## src/rtl/pc_seq_pkg.sv

```systemverilog
// Shared types and constants for the program-counter sequencer.
//   pc_state_t : sequencer state (BOOT, RUN, HALTED)
//   PC_STEP    : sequential fetch increment in bytes
//   ALIGN_MASK : low PC bits that must be zero for a legal target
package pc_seq_pkg;
    typedef enum logic [1:0] {BOOT, RUN, HALTED} pc_state_t;
    localparam int unsigned PC_STEP    = 4;
    localparam logic [1:0]  ALIGN_MASK = 2'b11;
endpackage

```

## src/rtl/pc_sequencer_if.sv

```systemverilog
// Control/status bundle between the core and the PC sequencer.
//   master : core side, drives redirect/stall/halt requests, reads PC state
//   slave  : sequencer side
interface pc_sequencer_if #(
    parameter int DWIDTH    = 32,
    parameter int CNT_WIDTH = 64
);
    logic                 Stall;
    logic                 BranchTaken;
    logic [DWIDTH-1:0]    BranchTarget;
    logic                 Trap;
    logic                 MRet;
    logic                 Halt;
    logic                 Resume;
    logic [DWIDTH-1:0]    PC;
    logic [DWIDTH-1:0]    PCPlus4;
    logic [DWIDTH-1:0]    Epc;
    logic                 Valid;
    logic                 Misaligned;
    logic [CNT_WIDTH-1:0] RetireCount;

    modport master (
        output Stall, BranchTaken, BranchTarget, Trap, MRet, Halt, Resume,
        input  PC, PCPlus4, Epc, Valid, Misaligned, RetireCount
    );
    modport slave (
        input  Stall, BranchTaken, BranchTarget, Trap, MRet, Halt, Resume,
        output PC, PCPlus4, Epc, Valid, Misaligned, RetireCount
    );
endinterface

```

## src/rtl/pc_sequencer_wrap_counter.sv

```systemverilog
// Free-running up counter with synchronous clear and enable; wraps
// from all-ones back to zero.
//   clk   : clock, rising edge
//   clr   : synchronous clear, active-high, dominates en
//   en    : increment this cycle
//   count : current count (registered)
module wrap_counter #(
    parameter int WIDTH = 64
) (
    input  logic             clk,
    input  logic             clr,
    input  logic             en,
    output logic [WIDTH-1:0] count
);
    logic [WIDTH-1:0] count_q, count_d;

    always_comb begin
        count_d = count_q;
        if (en) count_d = count_q + 1'b1;
    end

    always_ff @(posedge clk) begin
        if (clr) count_q <= '0;
        else     count_q <= count_d;
    end

    assign count = count_q;
endmodule

```

## src/rtl/pc_sequencer.sv

```systemverilog
// Program-counter sequencer at the head of the fetch path. Holds the
// architectural PC and picks the next PC from trap, stall, trap-return,
// branch and sequential sources; adds a post-reset boot delay,
// halt/resume, misaligned-target trapping and a retired-instruction count.
//   Clk : clock, rising edge
//   Rst : synchronous reset, active-high
//   bus : request inputs and PC/Epc/Valid/Misaligned/RetireCount outputs
module pc_sequencer
    import pc_seq_pkg::*;
#(
    parameter int              DWIDTH       = 32,
    parameter logic [DWIDTH-1:0] RESET_VECTOR = 32'h0000_0000,
    parameter logic [DWIDTH-1:0] TRAP_VECTOR  = 32'h0000_0100,
    parameter int              BOOT_DELAY   = 2,
    parameter int              CNT_WIDTH    = 64
) (
    input  logic    Clk,
    input  logic    Rst,
    pc_sequencer_if.slave bus
);
    // Boot counter runs 0 .. BOOT_DELAY-1; the last value triggers RUN.
    localparam int            BW        = (BOOT_DELAY > 1) ? $clog2(BOOT_DELAY) : 1;
    localparam logic [BW-1:0] BOOT_LAST = BW'((BOOT_DELAY > 0) ? BOOT_DELAY - 1 : 0);
    localparam pc_state_t     RST_STATE = (BOOT_DELAY == 0) ? RUN : BOOT;

    pc_state_t         state_q, state_d;
    logic [DWIDTH-1:0] pc_q, pc_d;
    logic [DWIDTH-1:0] epc_q, epc_d;
    logic [BW-1:0]     boot_cnt_q, boot_cnt_d;

    logic [DWIDTH-1:0] pc_plus4;
    logic              misaligned;
    logic              take_trap;
    logic              retire;

    assign pc_plus4   = pc_q + DWIDTH'(PC_STEP);
    assign misaligned = (state_q == RUN) && bus.BranchTaken &&
                        ((bus.BranchTarget[1:0] & ALIGN_MASK) != 2'b00);
    // Trap outranks stall, so a stalled cycle can still be redirected.
    assign take_trap  = (state_q == RUN) && (bus.Trap || misaligned);
    assign retire     = (state_q == RUN) && !take_trap && !bus.Stall;

    always_comb begin
        state_d    = state_q;
        pc_d       = pc_q;
        epc_d      = epc_q;
        boot_cnt_d = boot_cnt_q;
        case (state_q)
            BOOT: begin
                if (boot_cnt_q == BOOT_LAST) state_d = RUN;
                else                         boot_cnt_d = boot_cnt_q + 1'b1;
            end
            RUN: begin
                if (take_trap) begin
                    epc_d = pc_q;
                    pc_d  = TRAP_VECTOR;
                end else if (!bus.Stall) begin
                    if (bus.MRet)             pc_d = epc_q;
                    else if (bus.BranchTaken) pc_d = bus.BranchTarget;
                    else                      pc_d = pc_plus4;
                    // Halt lets this cycle's update land, then freezes.
                    if (bus.Halt) state_d = HALTED;
                end
            end
            HALTED: begin
                if (bus.Resume) state_d = RUN;
            end
            default: state_d = RST_STATE;
        endcase
    end

    always_ff @(posedge Clk) begin
        if (Rst) begin
            state_q    <= RST_STATE;
            pc_q       <= RESET_VECTOR;
            epc_q      <= '0;
            boot_cnt_q <= '0;
        end else begin
            state_q    <= state_d;
            pc_q       <= pc_d;
            epc_q      <= epc_d;
            boot_cnt_q <= boot_cnt_d;
        end
    end

    wrap_counter #(.WIDTH(CNT_WIDTH)) u_retire_cnt (
        .clk   (Clk),
        .clr   (Rst),
        .en    (retire),
        .count (bus.RetireCount)
    );

    assign bus.PC         = pc_q;
    assign bus.PCPlus4    = pc_plus4;
    assign bus.Epc        = epc_q;
    assign bus.Valid      = (state_q == RUN);
    assign bus.Misaligned = misaligned;
endmodule

```

## src/flat_wrapper.sv

```systemverilog
// flat-port wrapper written by rule: the top's interface ports become plain ports
module pc_sequencer_flat import pc_seq_pkg::*;
#(
    parameter int              DWIDTH       = 32,
    parameter logic [DWIDTH-1:0] RESET_VECTOR = 32'h0000_0000,
    parameter logic [DWIDTH-1:0] TRAP_VECTOR  = 32'h0000_0100,
    parameter int              BOOT_DELAY   = 2,
    parameter int              CNT_WIDTH    = 64
)
  (Clk, Rst, bus_Stall, bus_BranchTaken, bus_BranchTarget, bus_Trap, bus_MRet, bus_Halt, bus_Resume, bus_PC, bus_PCPlus4, bus_Epc, bus_Valid, bus_Misaligned, bus_RetireCount);
  pc_sequencer_if #(.DWIDTH(DWIDTH), .CNT_WIDTH(CNT_WIDTH)) bus_i ();
  input  logic Clk;
  input  logic Rst;
  input wire logic [$bits(bus_i.Stall)-1:0] bus_Stall;
  input wire logic [$bits(bus_i.BranchTaken)-1:0] bus_BranchTaken;
  input wire logic [$bits(bus_i.BranchTarget)-1:0] bus_BranchTarget;
  input wire logic [$bits(bus_i.Trap)-1:0] bus_Trap;
  input wire logic [$bits(bus_i.MRet)-1:0] bus_MRet;
  input wire logic [$bits(bus_i.Halt)-1:0] bus_Halt;
  input wire logic [$bits(bus_i.Resume)-1:0] bus_Resume;
  output wire logic [$bits(bus_i.PC)-1:0] bus_PC;
  output wire logic [$bits(bus_i.PCPlus4)-1:0] bus_PCPlus4;
  output wire logic [$bits(bus_i.Epc)-1:0] bus_Epc;
  output wire logic [$bits(bus_i.Valid)-1:0] bus_Valid;
  output wire logic [$bits(bus_i.Misaligned)-1:0] bus_Misaligned;
  output wire logic [$bits(bus_i.RetireCount)-1:0] bus_RetireCount;
  assign bus_i.Stall = bus_Stall;
  assign bus_i.BranchTaken = bus_BranchTaken;
  assign bus_i.BranchTarget = bus_BranchTarget;
  assign bus_i.Trap = bus_Trap;
  assign bus_i.MRet = bus_MRet;
  assign bus_i.Halt = bus_Halt;
  assign bus_i.Resume = bus_Resume;
  assign bus_PC = bus_i.PC;
  assign bus_PCPlus4 = bus_i.PCPlus4;
  assign bus_Epc = bus_i.Epc;
  assign bus_Valid = bus_i.Valid;
  assign bus_Misaligned = bus_i.Misaligned;
  assign bus_RetireCount = bus_i.RetireCount;
  pc_sequencer #(.DWIDTH(DWIDTH), .RESET_VECTOR(RESET_VECTOR), .TRAP_VECTOR(TRAP_VECTOR), .BOOT_DELAY(BOOT_DELAY), .CNT_WIDTH(CNT_WIDTH)) u_core (.Clk(Clk), .Rst(Rst), .bus(bus_i));
endmodule
```

## config.mk

```make
export PLATFORM = sky130hd
export DESIGN_NAME = pc_sequencer_flat
export DESIGN_NICKNAME = d
export VERILOG_FILES = /design/src/rtl/pc_seq_pkg.sv /design/src/rtl/pc_sequencer_if.sv /design/src/rtl/pc_sequencer_wrap_counter.sv /design/src/rtl/pc_sequencer.sv /design/src/flat_wrapper.sv
export SDC_FILE = /design/constraint.sdc
export NUM_CORES = 1
export LEC_CHECK = 0
export ABC_AREA = 1
export ABC_CLOCK_PERIOD_IN_PS = 2300
export CAP_MARGIN = 15
export CORE_MARGIN = 3
export CORE_UTILIZATION = 60
export DETAILED_ROUTE_END_ITERATION = 8
export DONT_BUFFER_PORTS = 1
export PLACE_DENSITY = 0.85
export REMOVE_ABC_BUFFERS = 1
export SLEW_MARGIN = 25
export SYNTH_ARGS = -nofsm -noshare
export SYNTH_HDL_FRONTEND = slang
export SYNTH_SLANG_ARGS = --single-unit
export TNS_END_PERCENT = 5
```

## constraint.sdc

```tcl
create_clock -name Clk -period 2.3 [get_ports Clk]
set_input_delay 0.69 -clock Clk [delete_from_list [all_inputs] [get_ports Clk]]
set_output_delay 0.69 -clock Clk [all_outputs]
set_load 0.02 [all_outputs]
```

* Word level (Yosys, flattened, before mapping)
Index checks and enable logic that the tools add are counted.
** Storage, ports and cells
- Bits in registers :: 131
- Input port bits :: 40
- Word-level logic and storage cells :: 40
** Cells by class
- Reductions and logical operators :: 13
- Add/subtract/negate cells :: 3
- Multiplexer cells :: 11
- Equality and inequality tests :: 8
** Operator list (number)
- 32-bit two-way mux :: 4
- 64-bit by 1-bit adder with 64-bit output, second input constant :: 1
- 32-bit by 3-bit adder with 32-bit output, second input constant :: 1
- 2-bit two-way mux :: 5
- 2-bit != test, second input constant :: 4
- 2-bit one-hot mux with 3 select lines :: 1
- 1-bit logical AND :: 5
- 5-bit AND reduction :: 1
- 2-bit by 1-bit != test with 1-bit output, second input constant :: 2
- 2-bit AND reduction :: 2
- 2-bit by 1-bit == test with 1-bit output, second input constant :: 1
- 2-bit == test, second input constant :: 1
- 1-bit zero test :: 2
- 2-bit zero test :: 1
- 2-bit nonzero test :: 1
- 1-bit adder, second input constant :: 1
- 1-bit logical OR :: 1
- 1-bit two-way mux :: 1

* Logic depth before layout (Yosys ltp)
Gate-level depths: netlist (run 1).
- Depth in word-level cells :: 8
- Depth in mapped cells :: 12

* By module
Synthesis (run 1) repeated with hierarchy kept, for this count alone.
** Unflattened totals
- Cell total of the unflattened synthesis :: 1238
- Area total of the unflattened synthesis :: 7930.1 um^2
** By module, submodules not included
- pc_sequencer :: seq. area each 1341.3 um^2, area an instance 4093.9 um^2, instances 1, cells an instance 620
- wrap_counter :: seq. area each 1281.2 um^2, area an instance 3836.2 um^2, instances 1, cells an instance 618

* Least setup slack after synthesis (run 1)
Ideal clock, no wire load.
- Path kind :: register -> output
- From :: register u_core.pc_q[2] (netlist: u_core.bus.PC[2])
- To :: output port bus_PCPlus4[14]
- Slack :: -0.013 ns
- Stages on the path, launching flop included :: 7
- Arrival :: 1.623 ns
- Cell sequence :: dfxtp_1 > ha_1 > inv_1 > nor2_2 > nand2_2 > nor2_2 > xor2_1
** On the way
- Cells in the longest elaborated chain, start to end :: 1
** RTL lines
- start: declaration :: RTL line pc_sequencer.sv:27 : logic [DWIDTH-1:0] pc_q, pc_d;
- start signal: assignment :: RTL line pc_sequencer.sv:80 : pc_q <= pc_d;
- 32-bit by 3-bit adder with 32-bit output :: RTL line pc_sequencer.sv:36 : assign pc_plus4 = pc_q + DWIDTH'(PC_STEP);
- end: declaration :: RTL line flat_wrapper.sv:22 : output wire logic [$bits(bus_i.PCPlus4)-1:0] bus_PCPlus4;
Every way passes these cells.

* Worst setup path after layout (run 1)
- From :: register u_core.pc_q[8] (netlist: u_core.bus.PC[8])
- To :: output port bus_PCPlus4[14]
The elaborated chain is that of the path after synthesis.

==> metrics.sh, run 1 <==
SEQ_AREA_FRAC_SYNTH=0.3361
WORST-ENDPOINT-ARRIVAL_NS=1.86
PLACE_AREA_MM2=0.008371
SETUP_VIOL=24
ANTENNA-DIODE-COUNT=0
WORST-R2R-CELL-COUNT=21
VIOLATIONS='setup timing'
FLOORPLAN.ROWS=41
WORST_SLACK_NS=-0.2498
DIE_H_UM=120.0
ROUTE.DETAILED.WL_PER_INST_UM=17.30
DIE_WIDTH_UM=120.0
SYNTH-WARNING-COUNT=0
TIGHTEST_SLEW_NS=0.5823
TIMING_HOLD_VIOLATIONS_FINAL=0
CLOCKBUFFERDEPTH=2
ANT_NETS=0
DR.MAX_LAYER_USED='met4'
VIA_COUNT_OF_THE_FIRST_GLOBAL_ROUTING_PASS=8157
PEAKVDDDROP_mV=0.4705
FIN_CRIT_NS=2.550
POSTROUTEWIRELENGTH_MM=25.91
DRC_VIOLATION_COUNT_AFTER_ROUTING=0
GRT_REMAINING_OVERFLOW=0
CRITICAL_PATH_CLASS='register to output port'
FINAL_NET_COUNT=1358
GLOBALPLACE.CONGESTION=0.9359
GR-USAGE-ALL-LAYERS=0.3474
WORST_SETUP_HOLD_PATH_CLK_SLEW_NS=0.05
ROUTED-WL-MET3_MM=2.831
TIMING.CLOCK.SKEW_NS=0.006266
TRITONCTS_NUM_SINKS=131
NETLIST_AREA_MM2=0.007804
DPL_WORST_SLACK_NS=0.08180
REGAREA_MM2=0.002650
REPORT.POWER.TOTAL_mW=6.604
SLEW_HEADROOM=0.6105
CRITICAL_PATH.MAX_FANOUT=4
DRT-VIAS-PER-INSTANCE=5.870
HOLD_CLASS='input port to register'
LEAKAGE_DISSIPATION_nW=3.584
AREAGROWTHSYNTHTOFINISH_PCT=19.26
POST_PLACEMENT_CELL_COUNT=1454
CRITICAL_PATH.ENDPOINT_TYPE='output port'
DRTPASS1ITERATIONS=7
NETLIST-CELL-TYPE-COUNT=40
HTREE_NUM_LEVELS=4
GRT_MAX_DEGREE=72
CLOCK.FMAX_MHz=392.2
MET2ROUTEDLENGTH_MM=12.66
FILLCELLCOUNT=972
YS_ASYNC_SR_FRACTION=0
ANTENNA_FOUND_INITIAL=0
GRT_SETUP_UNREPAIRED='true'
PORT_BUFFERS=0
INITIAL_UTILIZATION=0.6159
GLOBAL_ROUTE_WIRE_LENGTH_BEFORE_REPAIR_MM=40.30
MET1WIRELENGTH_MM=9.323
CP-START-KIND='register'
SYNTH_EDF_COUNT=0
PLACEABLECOREAREA_MM2=0.01267
LAYOUT_CELLS_SIZED_ABOVE_1=0.1659
WORST-ENDPOINT-REQUIRED_NS=1.61
STATUS='complete, but fails checks'
HOLD_DEPTH=1
SYNTH_REGISTER_BITS=131
LAYOUT.CELLS.MOST_COMMON='sky130_fd_sc_hd__nand2_1'
SYNTHESIS.INSTANCES=1250
LAYOUT.CELLS.NON_FILLER=1498
LAYOUT_COMMON_CELLS='374 x sky130_fd_sc_hd__nand2_1, 155 x sky130_fd_sc_hd__nor2_1, 143 x sky130_fd_sc_hd__a21oi_1'
DIE_AREA_MM2=0.01441
POWER.DENSITY_mW_PER_MM2=709.7
POSTSYNTHAREAPERCELL_UM2=6.243
SYNTH_FLOP_CELL='sky130_fd_sc_hd__dfxtp_1'
TOTAL_CLOCK_BUFFERS_CREATED_BY_CTS=17
CLOCK_TREE_FROM_TRITONCTS='done'
PERIOD_SHARE=1.109
INSERTION_DELAY_NS=0.43
FINALSETUPTNS_NS=-3.244
PIN_COUNT=202
VIAS=8794
FINAL_DESIGN_AREA_NO_FILL_MM2=0.009306
PLACE.DETAILED.HPWL_MM=16.81
CTS-ROOT-BUF='sky130_fd_sc_hd__clkbuf_16'
MULTIINPUTGATEAREA_MM2=0.004678
ITERATION_0_DRC_MARKERS=956
TIMING.MAX_CAP.VIOLATIONS=0
DRV_SLEW=0
[synth_stat cells (8+ instances only)]
library cell	instances	share of area
sky130_fd_sc_hd__nor3_1	16	0.010
sky130_fd_sc_hd__o21ai_0	52	0.033
sky130_fd_sc_hd__inv_1	120	0.058
sky130_fd_sc_hd__nor2_1	166	0.080
sky130_fd_sc_hd__nand2_1	394	0.19
sky130_fd_sc_hd__xor2_1	10	0.011
sky130_fd_sc_hd__nor2_4	14	0.020
sky130_fd_sc_hd__a21oi_1	144	0.092
sky130_fd_sc_hd__nand4_1	26	0.021
sky130_fd_sc_hd__xnor2_1	9	0.010
sky130_fd_sc_hd__nand3b_1	8	0.0077
sky130_fd_sc_hd__nor2_2	9	0.0072
sky130_fd_sc_hd__nand2_2	11	0.0088
sky130_fd_sc_hd__dfxtp_1	131	0.34
sky130_fd_sc_hd__nand3_1	47	0.030
sky130_fd_sc_hd__clkbuf_1	22	0.011
[per-stage QoR]
step / hold WS [ns] / util
6_report: 0.3331 / 0.7345
5_1_grt: 0.3228 / 0.7345
4_1_cts: 0.3186 / 0.7272
3_5_place_dp: 0.4732 / 0.6606
3_3_place_gp: 0.4313 / 0.6606
2_1_floorplan: 0.4249 / -
[cell type report]
cell class | instances | share of cell area
multi-input cells | 951 | 0.5027
flip-flops and latches | 131 | 0.2848
repair buffers | 92 | 0.07986
clock buffers | 23 | 0.05136
inverters | 123 | 0.04961
well taps | 172 | 0.02312
clock inverters | 6 | 0.008604
[worst paths after layout]
kind	startpoint	to	slack (ns)
min reg2reg	u_core.boot_cnt_q	u_core.boot_cnt_q	0.47
max reg2reg	u_core.bus.PC[3]	u_core.bus.PC[23]	-0.18
min	Rst	u_core.u_retire_cnt.count[43]	0.33
max	u_core.bus.PC[8]	bus_PCPlus4[14]	-0.25
[sequential cells by signal, summed over array words and instances (netlist names)]
register	cells
u_core.bus.Epc	32
u_core.boot_cnt_q	1
u_core.bus.PC	32
u_core.u_retire_cnt.count	64
u_core.state_q	2
[kinds of logic (layout without fill, tap and decap cells)]
group           count (synthesis)  count (layout)  share of synthesized area
flops                         131             131                     0.3361
xor+xnor                       24              24                    0.03175
buf+inv                       168             244                    0.09299
fa+ha+maj                       2               2                   0.003206
simple gates                  709             709                     0.3923
compound gates                216             216                     0.1437
[what timing repair did]
item                       4_1_cts  5_1_grt
gates cloned                     0        0
buffers inserted                13        2
hold endpoints to repair         0        0
hold buffers                     0        0
setup endpoints to repair       25       27
pin swaps                       19       11
gates resized for setup         61       20
[report_power, final]
group          switching (mW)  internal, mW  total (mW)  leakage, nW
registers               0.315          2.45        2.77         1.07
clock network           0.998          1.65        2.65        0.279
logic                   0.794         0.391        1.18         2.24
[metal layers]
layer	global-route usage	up-vias
met3	0.08153	117
met1	0.4030	3947
met4	0.1897	0
met2	0.5901	598
li1	-	4132
met5	0	-
[worst max-delay path, stage by stage (launching register included)]
cell	delay (ns)
sky130_fd_sc_hd__dfxtp_2	0.38
sky130_fd_sc_hd__nand2_2	0.10
sky130_fd_sc_hd__nor2_2	0.22
sky130_fd_sc_hd__nand2_4	0.14
sky130_fd_sc_hd__nor2_4	0.17
sky130_fd_sc_hd__xor2_1	0.22
sky130_fd_sc_hd__buf_4	0.19
Power figures use the tool's default switching activity.
==> run 2, diff against run 1 <==
--- a/config.mk
+++ b/config.mk
@@ -7,14 +7,14 @@
 export LEC_CHECK = 0
 export ABC_AREA = 1
 export ABC_CLOCK_PERIOD_IN_PS = 2300
-export CAP_MARGIN = 15
+export CAP_MARGIN = 20
 export CORE_MARGIN = 3
 export CORE_UTILIZATION = 60
 export DETAILED_ROUTE_END_ITERATION = 8
 export DONT_BUFFER_PORTS = 1
 export PLACE_DENSITY = 0.85
 export REMOVE_ABC_BUFFERS = 1
-export SLEW_MARGIN = 25
+export SLEW_MARGIN = 20
 export SYNTH_ARGS = -nofsm -noshare
 export SYNTH_HDL_FRONTEND = slang
 export SYNTH_SLANG_ARGS = --single-unit
==> results of run 2 <==
No change in the layout: final DEF, timing and power equal those of run 1.
